<file path="src/rtl/hdlc_rx_deframer.sv">
// HDLC receive deframer: flag/abort detection, zero-deletion and LSB-first octet
// assembly, with a 7-bit delay line hiding flag/abort leading bits from the assembler.
module hdlc_rx_deframer #(
   parameter int MAXLEN = 126
) (
   input  logic       clk_i,
   input  logic       rst_n_i,
   input  logic       rxen,
   input  logic       rx,
   output logic [7:0] rxd_o,
   output logic       rxd_valid_o,
   output logic       frame_start_o,
   output logic       frame_end_o,
   output logic       frame_err_o,
   output logic       abort_o,
   output logic       flagdetect_o,
   output logic       frame_active_o
);

   typedef enum logic [1:0] {HUNT, FLAG, DATA} state_t;

   localparam logic [8:0] MAX_BYTES = 9'(MAXLEN);

   state_t     state;
   logic [2:0] ones;
   logic [6:0] dly;
   logic [2:0] dly_cnt;
   logic [7:0] asm_byte;
   logic [2:0] bit_cnt;
   logic [8:0] byte_cnt;

   logic push, flag_ev, abort_ev, exit_vld;

   // Classification uses the run length of ones seen before this bit.
   always_comb begin
      push     = 1'b0;
      flag_ev  = 1'b0;
      abort_ev = 1'b0;
      if (rxen) begin
         case (ones)
            3'd5:    push = rx;
            3'd6:    begin flag_ev = ~rx; abort_ev = rx; end
            3'd7:    ;
            default: push = 1'b1;
         endcase
      end
   end

   assign exit_vld = push && (state != HUNT) && (dly_cnt == 3'd7);

   always_ff @(posedge clk_i or negedge rst_n_i) begin
      if (!rst_n_i) begin
         state          <= HUNT;
         ones           <= 3'd0;
         dly            <= 7'd0;
         dly_cnt        <= 3'd0;
         asm_byte       <= 8'h00;
         bit_cnt        <= 3'd0;
         byte_cnt       <= 9'd0;
         rxd_o          <= 8'h00;
         rxd_valid_o    <= 1'b0;
         frame_start_o  <= 1'b0;
         frame_end_o    <= 1'b0;
         frame_err_o    <= 1'b0;
         abort_o        <= 1'b0;
         flagdetect_o   <= 1'b0;
         frame_active_o <= 1'b0;
      end else begin
         rxd_valid_o   <= 1'b0;
         frame_start_o <= 1'b0;
         frame_end_o   <= 1'b0;
         frame_err_o   <= 1'b0;
         abort_o       <= 1'b0;
         flagdetect_o  <= 1'b0;
         if (rxen) begin
            ones <= rx ? ((ones == 3'd7) ? 3'd7 : ones + 3'd1) : 3'd0;
            if (flag_ev) begin
               flagdetect_o <= 1'b1;
               if (state == DATA) begin
                  frame_end_o <= 1'b1;
                  frame_err_o <= (bit_cnt != 3'd0);
               end
               state          <= FLAG;
               frame_active_o <= 1'b0;
               dly_cnt        <= 3'd0;
               bit_cnt        <= 3'd0;
               byte_cnt       <= 9'd0;
            end else if (abort_ev) begin
               if (state == DATA) abort_o <= 1'b1;
               state          <= HUNT;
               frame_active_o <= 1'b0;
               dly_cnt        <= 3'd0;
               bit_cnt        <= 3'd0;
               byte_cnt       <= 9'd0;
            end else if (push && state != HUNT) begin
               dly <= {rx, dly[6:1]};
               if (dly_cnt != 3'd7) dly_cnt <= dly_cnt + 3'd1;
               if (exit_vld) begin
                  if (state == FLAG) begin
                     state          <= DATA;
                     frame_active_o <= 1'b1;
                     frame_start_o  <= 1'b1;
                  end
                  asm_byte[bit_cnt] <= dly[0];
                  bit_cnt           <= bit_cnt + 3'd1;
                  if (bit_cnt == 3'd7) begin
                     if (byte_cnt + 9'd1 <= MAX_BYTES) begin
                        byte_cnt    <= byte_cnt + 9'd1;
                        rxd_o       <= {dly[0], asm_byte[6:0]};
                        rxd_valid_o <= 1'b1;
                     end else begin
                        // Overlong: close with error and drop everything up to the next flag.
                        frame_end_o    <= 1'b1;
                        frame_err_o    <= 1'b1;
                        state          <= HUNT;
                        frame_active_o <= 1'b0;
                        dly_cnt        <= 3'd0;
                        byte_cnt       <= 9'd0;
                     end
                  end
               end
            end
         end
      end
   end

endmodule

</file>
<file path="config.mk">
export PLATFORM = sky130hd
export DESIGN_NAME = hdlc_rx_deframer
export DESIGN_NICKNAME = d
export VERILOG_FILES = /design/src/rtl/hdlc_rx_deframer.sv
export SDC_FILE = /design/constraint.sdc
export NUM_CORES = 1
export LEC_CHECK = 0
export CORE_ASPECT_RATIO = 1.5
export CORE_UTILIZATION = 35
export CTS_BUF_LIST = sky130_fd_sc_hd__clkbuf_8
export CTS_CLUSTER_SIZE = 28
export DETAILED_ROUTE_END_ITERATION = 7
export SLEW_MARGIN = 5
export SYNTH_ARGS = -nofsm -noshare
export SYNTH_HDL_FRONTEND = slang
export SYNTH_SLANG_ARGS = --single-unit
</file>
<file path="constraint.sdc">
create_clock -name clk_i -period 2.5 [get_ports clk_i]
set_input_delay 0.5 -clock clk_i [delete_from_list [all_inputs] [get_ports clk_i]]
set_output_delay 0.5 -clock clk_i [all_outputs]
set_load 0.05 [all_outputs]
</file>
Word level (Yosys, flattened, before mapping)
Index checks and enable logic that the tools add are counted.
Storage, ports and cells
  output and inout port bits: 15
  input port bits: 4
  word-level logic and storage cells: 119
  bits in registers: 50
Operators by class
  magnitude comparators: 3
  add/sub/neg operators: 4
  reductions and logical operators: 15
  muxes and demuxes: 71
  equality and inequality tests: 8
  bitwise logic cells: 3
Operators with widths (count)
  two-way mux 9 bit: 6
  two-way mux 1 bit: 42
  two-way mux 3 bit: 13
  == test 3 bit, second input constant: 5
  two-way mux 2 bit: 7
  nonzero test 3 bit: 4
  adder 3 x 1 -> 3 bit, second input constant: 3
  adder 9 x 1 -> 9 bit, second input constant: 1
  <= comparator 9 x 7 -> 1 bit, second input constant: 1
  bitwise mux 8 bit: 1
  AND reduction 4 bit: 2
  AND reduction 7 bit: 1
  AND reduction 5 bit: 1
  less-than comparator 3 x 4 -> 1 bit, second input constant: 1
  demux 1 bit (select 3 bit): 1
  greater-or-equal comparator 3 x 1 -> 1 bit, second input constant: 1
  logical AND 1 bit: 3
  != test 3 bit, second input constant: 1
  NOT 1 bit: 3
  AND reduction 3 bit: 1
  == test 2 x 1 -> 1 bit, second input constant: 1
  == test 2 bit, second input constant: 1
  case mux 1 bit (2 select lines): 1
  AND reduction 2 bit: 1
  other kinds (2): 2

Logic depth before layout (Yosys ltp)
  word-level depth: 11
  mapped depth: 9
  gate-level depth less buffers: 8

Worst setup path before layout
OpenSTA, ideal clock, no wires.
  kind: register -> register
  start: register ones[0]
  end: register rxd_o[0]
  required time: 2.375 ns
  data arrival time: 2.447 ns
  buffers on the path: 0
  slack: -0.072 ns
  clock period less this slack: 2.572 ns
  setup time: 0.125 ns
  cell stages (with the launch flop): 7
  cell sequence: dfrtp_1 > ha_1 > or3_4 > a311oi_4 > nand2_4 > a2111oi_4 > mux2_2
Between the ends
  cells in the longest elaborated chain, start to end: 7
  elaborated cells between the ends (all ways): 15
  those cells by class: eq/ne: 3; mux: 6; bitwise: 2; reduce/logical: 4
RTL lines
  from (decl): RTL line 25  | logic [2:0] ones;
  from (signal assigned): RTL line 76  | ones <= rx ? ((ones == 3'd7) ? 3'd7 : ones + 3'd1) : 3'd0;
  == test 3 bit: RTL line 40  | case (ones)
  OR reduction 2 bit (no line)
  case mux 1 bit (2 select lines): RTL line 40
  two-way mux 1 bit: RTL line 39  | if (rxen) begin
  logical AND 1 bit: RTL line 49, 95
  logical AND 1 bit: RTL line 49  | assign exit_vld = push && (state != HUNT) && (dly_cnt == 3'd7);
  AND reduction 7 bit (no line) *
  to (signal assigned): RTL line 109  | rxd_o <= {dly[0], asm_byte[6:0]};
  to (decl): RTL line 10  | output logic [7:0] rxd_o,
Mark *: on every way between the ends. The rest lies on a longest branch, timed or not.
A chain may end at the register's enable or synchronous reset.

Worst setup path after layout
  start: register ones[0]
  end: register asm_byte[2]
Between the ends
  cells in the longest elaborated chain, start to end: 7
  elaborated cells between the ends (all ways): 15
  those cells by class: eq/ne: 3; mux: 6; bitwise: 2; reduce/logical: 4
RTL lines
  == test 3 bit: RTL line 40
  OR reduction 2 bit (no line)
  case mux 1 bit (2 select lines): RTL line 40
  two-way mux 1 bit: RTL line 39
  logical AND 1 bit: RTL line 49, 95
  logical AND 1 bit: RTL line 49
  AND reduction 5 bit (no line) *
  to (signal, indexed assignment): RTL line 104  | asm_byte[bit_cnt] <= dly[0];
  to (decl): RTL line 28  | logic [7:0] asm_byte;
Marked as above.

==> results.cfg <==
[global_route]
grt-ovfl-total = 0
grt_first_pass_wirelength_mm = 8.04
grt_antenna_before_repair = 0
first_global_vias = 1680
global_route.usage.total_pct = 14.3
grt_start_max_net_pins = 29

[logic_synthesis]
post_synth_instance_area_um2 = 2390
ys_warn_count = 0
synth.top_cells.by_area = dfrtp_1, mux2_2, ha_1
netlist_instances = 217
synth.yosys.seq_area_share_pct = 51.4
synthDominantCellAreaShare_pct = 51.4
post_synth.cell_area_avg_um2 = 11.0
synth.distinct_cells = 40
synth.largest_area_cell = dfrtp_1
synthesis.nets = 230
postSynthRegisterBits = 49

[clock_tree]
cts_root_buf = clkbuf_8
clock-sinks = 49
clock_latency_ns = 0.31
clock_path_buffers = 2
cts_hold_buffers = 0
path_clk_slew_ns = 0.10
cts_setup_buffers = 0
h_tree_levels = 2
cts_tree = yes
numCtsBuffers = 5

[hold_path]
worstHoldPathType = input port to async pin

[routing]
detail_route.iter0.violations = 51
drt_first_pass_iters = 4
postRouteAntennaNets = 0
viasPerCell = 5.36
detail_route.drc_violations = 0
vias = 1764
totalWireLength_mm = 4.59
detail_route.wl_per_cell_um = 13.9

[floorplan]
chipWidth_um = 69.4
overall_die_area_um2 = 7160
fp.dieH_um = 103
core_area_um2 = 6530
num_io_pins = 19
floorplan.initialDensity_pct = 36.6
placement_rows = 36

[pwr]
total_power_mw = 2.13
cellLeakagePower_nw = 1.31
p_per_area_nw_per_um2 = 738
vdd_drop_max_uv = 384

[timing]
finalMaxSlewViolations = 0
setup_viol_count_final = 0
hold_violations = 0
worst_pin_slew_ns = 0.602
tns_ns = 0
clock-skew-final_ns = 0.0123
fin_crit_sh_pct = 96.7
period_minus_slack_ns = 2.42
relSlewSlack_pct = 59.4
rsz0062_at_grt = no
achievable-frequency_mhz = 414

[critical_path]
criticalPathCategory = flip-flop to flip-flop
path_max_fanout = 6
critical_path.endpoint_type = flip-flop
required_ns = 2.70
worstPathArrival_ns = 2.62
start_kind = flip-flop

[flow_run]
timing.max_cap.violations = 0

[placement]
gp_congestion = 0.760
place_hpwl_mm = 3.43
io_buffers = 18

[layout]
nNetsFinal = 265
flow.area_growth_from_synthesis_pct = 21.0
most_common_library_cell_in_the_layout_ignoring_fill_and_taps = dfrtp_1
commonest_cells_after_routing_fill_and_taps_aside = dfrtp_1, nand2_1, mux2_2
n_antenna_cell = 0
final_layout_size_suffix_gt1_share_pct = 23.3

[status]
run_status = completed
-- through the flow --
step	area, µm²	worst slack, ns	instances	utilization [%]	hold slack, ns
after global routing	2890	0.00140	329	44.2	0.194
after floorplan	2390	0.0278	217	-	0.204
after detailed placement	2760	-0.0928	321	42.3	0.493
after CTS	2880	0.0339	329	44.1	0.178
after global placement	2760	-0.0748	321	42.3	0.484
final	2890	0.0828	329	44.2	0.158
-- area by class of cell --
type | count | area, µm²
Inverter | 10 | 37.5
Sequential cell | 49 | 1230
Fill cell | 618 | 3640
Tap cell | 76 | 95.1
Timing Repair Buffer | 34 | 308
Multi-Input combinational cell | 152 | 1100
Clock buffer | 6 | 82.6
Clock inverter | 2 | 37.5
-- metal layers --
metal | GRT usage [%] | vias up | wire [µm] | share of wire, %
met3 | 2.93 | 7 | 95 | 2.1
met4 | 5.97 | 0 | 90 | 2.0
met1 | 16.8 | 890 | 2040 | 45
li1 | - | 847 | - | -
met2 | 25.6 | 20 | 2360 | 51
met5 | 0 | - | 0 | 0
-- Yosys cell counts, drive strengths merged --
library cell,n
mux2,22
a22o,1
a31oi,4
xor2,3
inv,10
nand3b,1
nor4,1
o2bb2ai,1
a21boi,2
a2111oi,1
nand3,11
nor4b,1
xnor2,2
mux2i,1
and3,5
a31o,1
dfrtp,49
a21o,2
or4,3
a21oi,8
buf,1
nor3,6
o21a,1
o21ai,11
a211oi,2
nor2,10
or3,2
clkbuf,5
nand2,25
a211o,1
and4,1
ha,9
o21bai,2
a311oi,1
nand4,3
o31ai,3
and2,4
nor2b,1
-- power by group --
| group | switching [mW] | total, mW | internal (mW) |
|---|---|---|---|
| combinational | 0.258 | 0.489 | 0.232 |
| clock | 0.273 | 0.598 | 0.326 |
| sequential | 0.121 | 1.04 | 0.924 |
| total | 0.652 | 2.13 | 1.48 |
-- state kept, by name (all words and copies together) (netlist names) --
signal,flops
byte_cnt,9
rxd_o,8
asm_byte,7
dly,7
bit_cnt,3
dly_cnt,3
ones,3
state,2
abort_o,1
flagdetect_o,1
frame_active_o,1
frame_end_o,1
frame_err_o,1
frame_start_o,1
rxd_valid_o,1
-- worst paths after layout --
check | from | end | slack, ns | cells after the start
setup / recovery | ones[0] | asm_byte[2] | 0.08 | 6
hold / removal | rst_n_i | dly_cnt[0] | 0.16 | 1
setup reg to reg | ones[0] | asm_byte[2] | 0.08 | 6
hold reg to reg | asm_byte[0] | rxd_o[0] | 0.50 | 1
max in group asynchronous | rst_n_i | asm_byte[4] | 1.81 | 2
min in group clk_i | asm_byte[0] | rxd_o[0] | 0.50 | 1
-- worst max-delay path: stages, from the launching register on --
cell and delay (ns):
dfrtp_1 0.43, ha_2 0.20, or3_4 0.41, a311oi_4 0.32
nand2_4 0.12, or4_2 0.55, mux2_2 0.29
-- logic make-up after synthesis --
family	count (synthesis)	synth area share (%)
and+or+nand+nor	74	15.9
AOI/OAI and AO/OA	41	12.5
xor gates and xnor gates	5	1.83
muxes	23	10.8
DFF	49	51.4
adders and majority gates	9	4.72
buffers and inverters	16	2.83
-- what timing repair did --
item	CTS	global route
gates resized for setup	0	4
endpoints found under the setup margin	0	4
hold endpoints to repair	0	0
No activity file was read; power rests on OpenSTA's default activity.
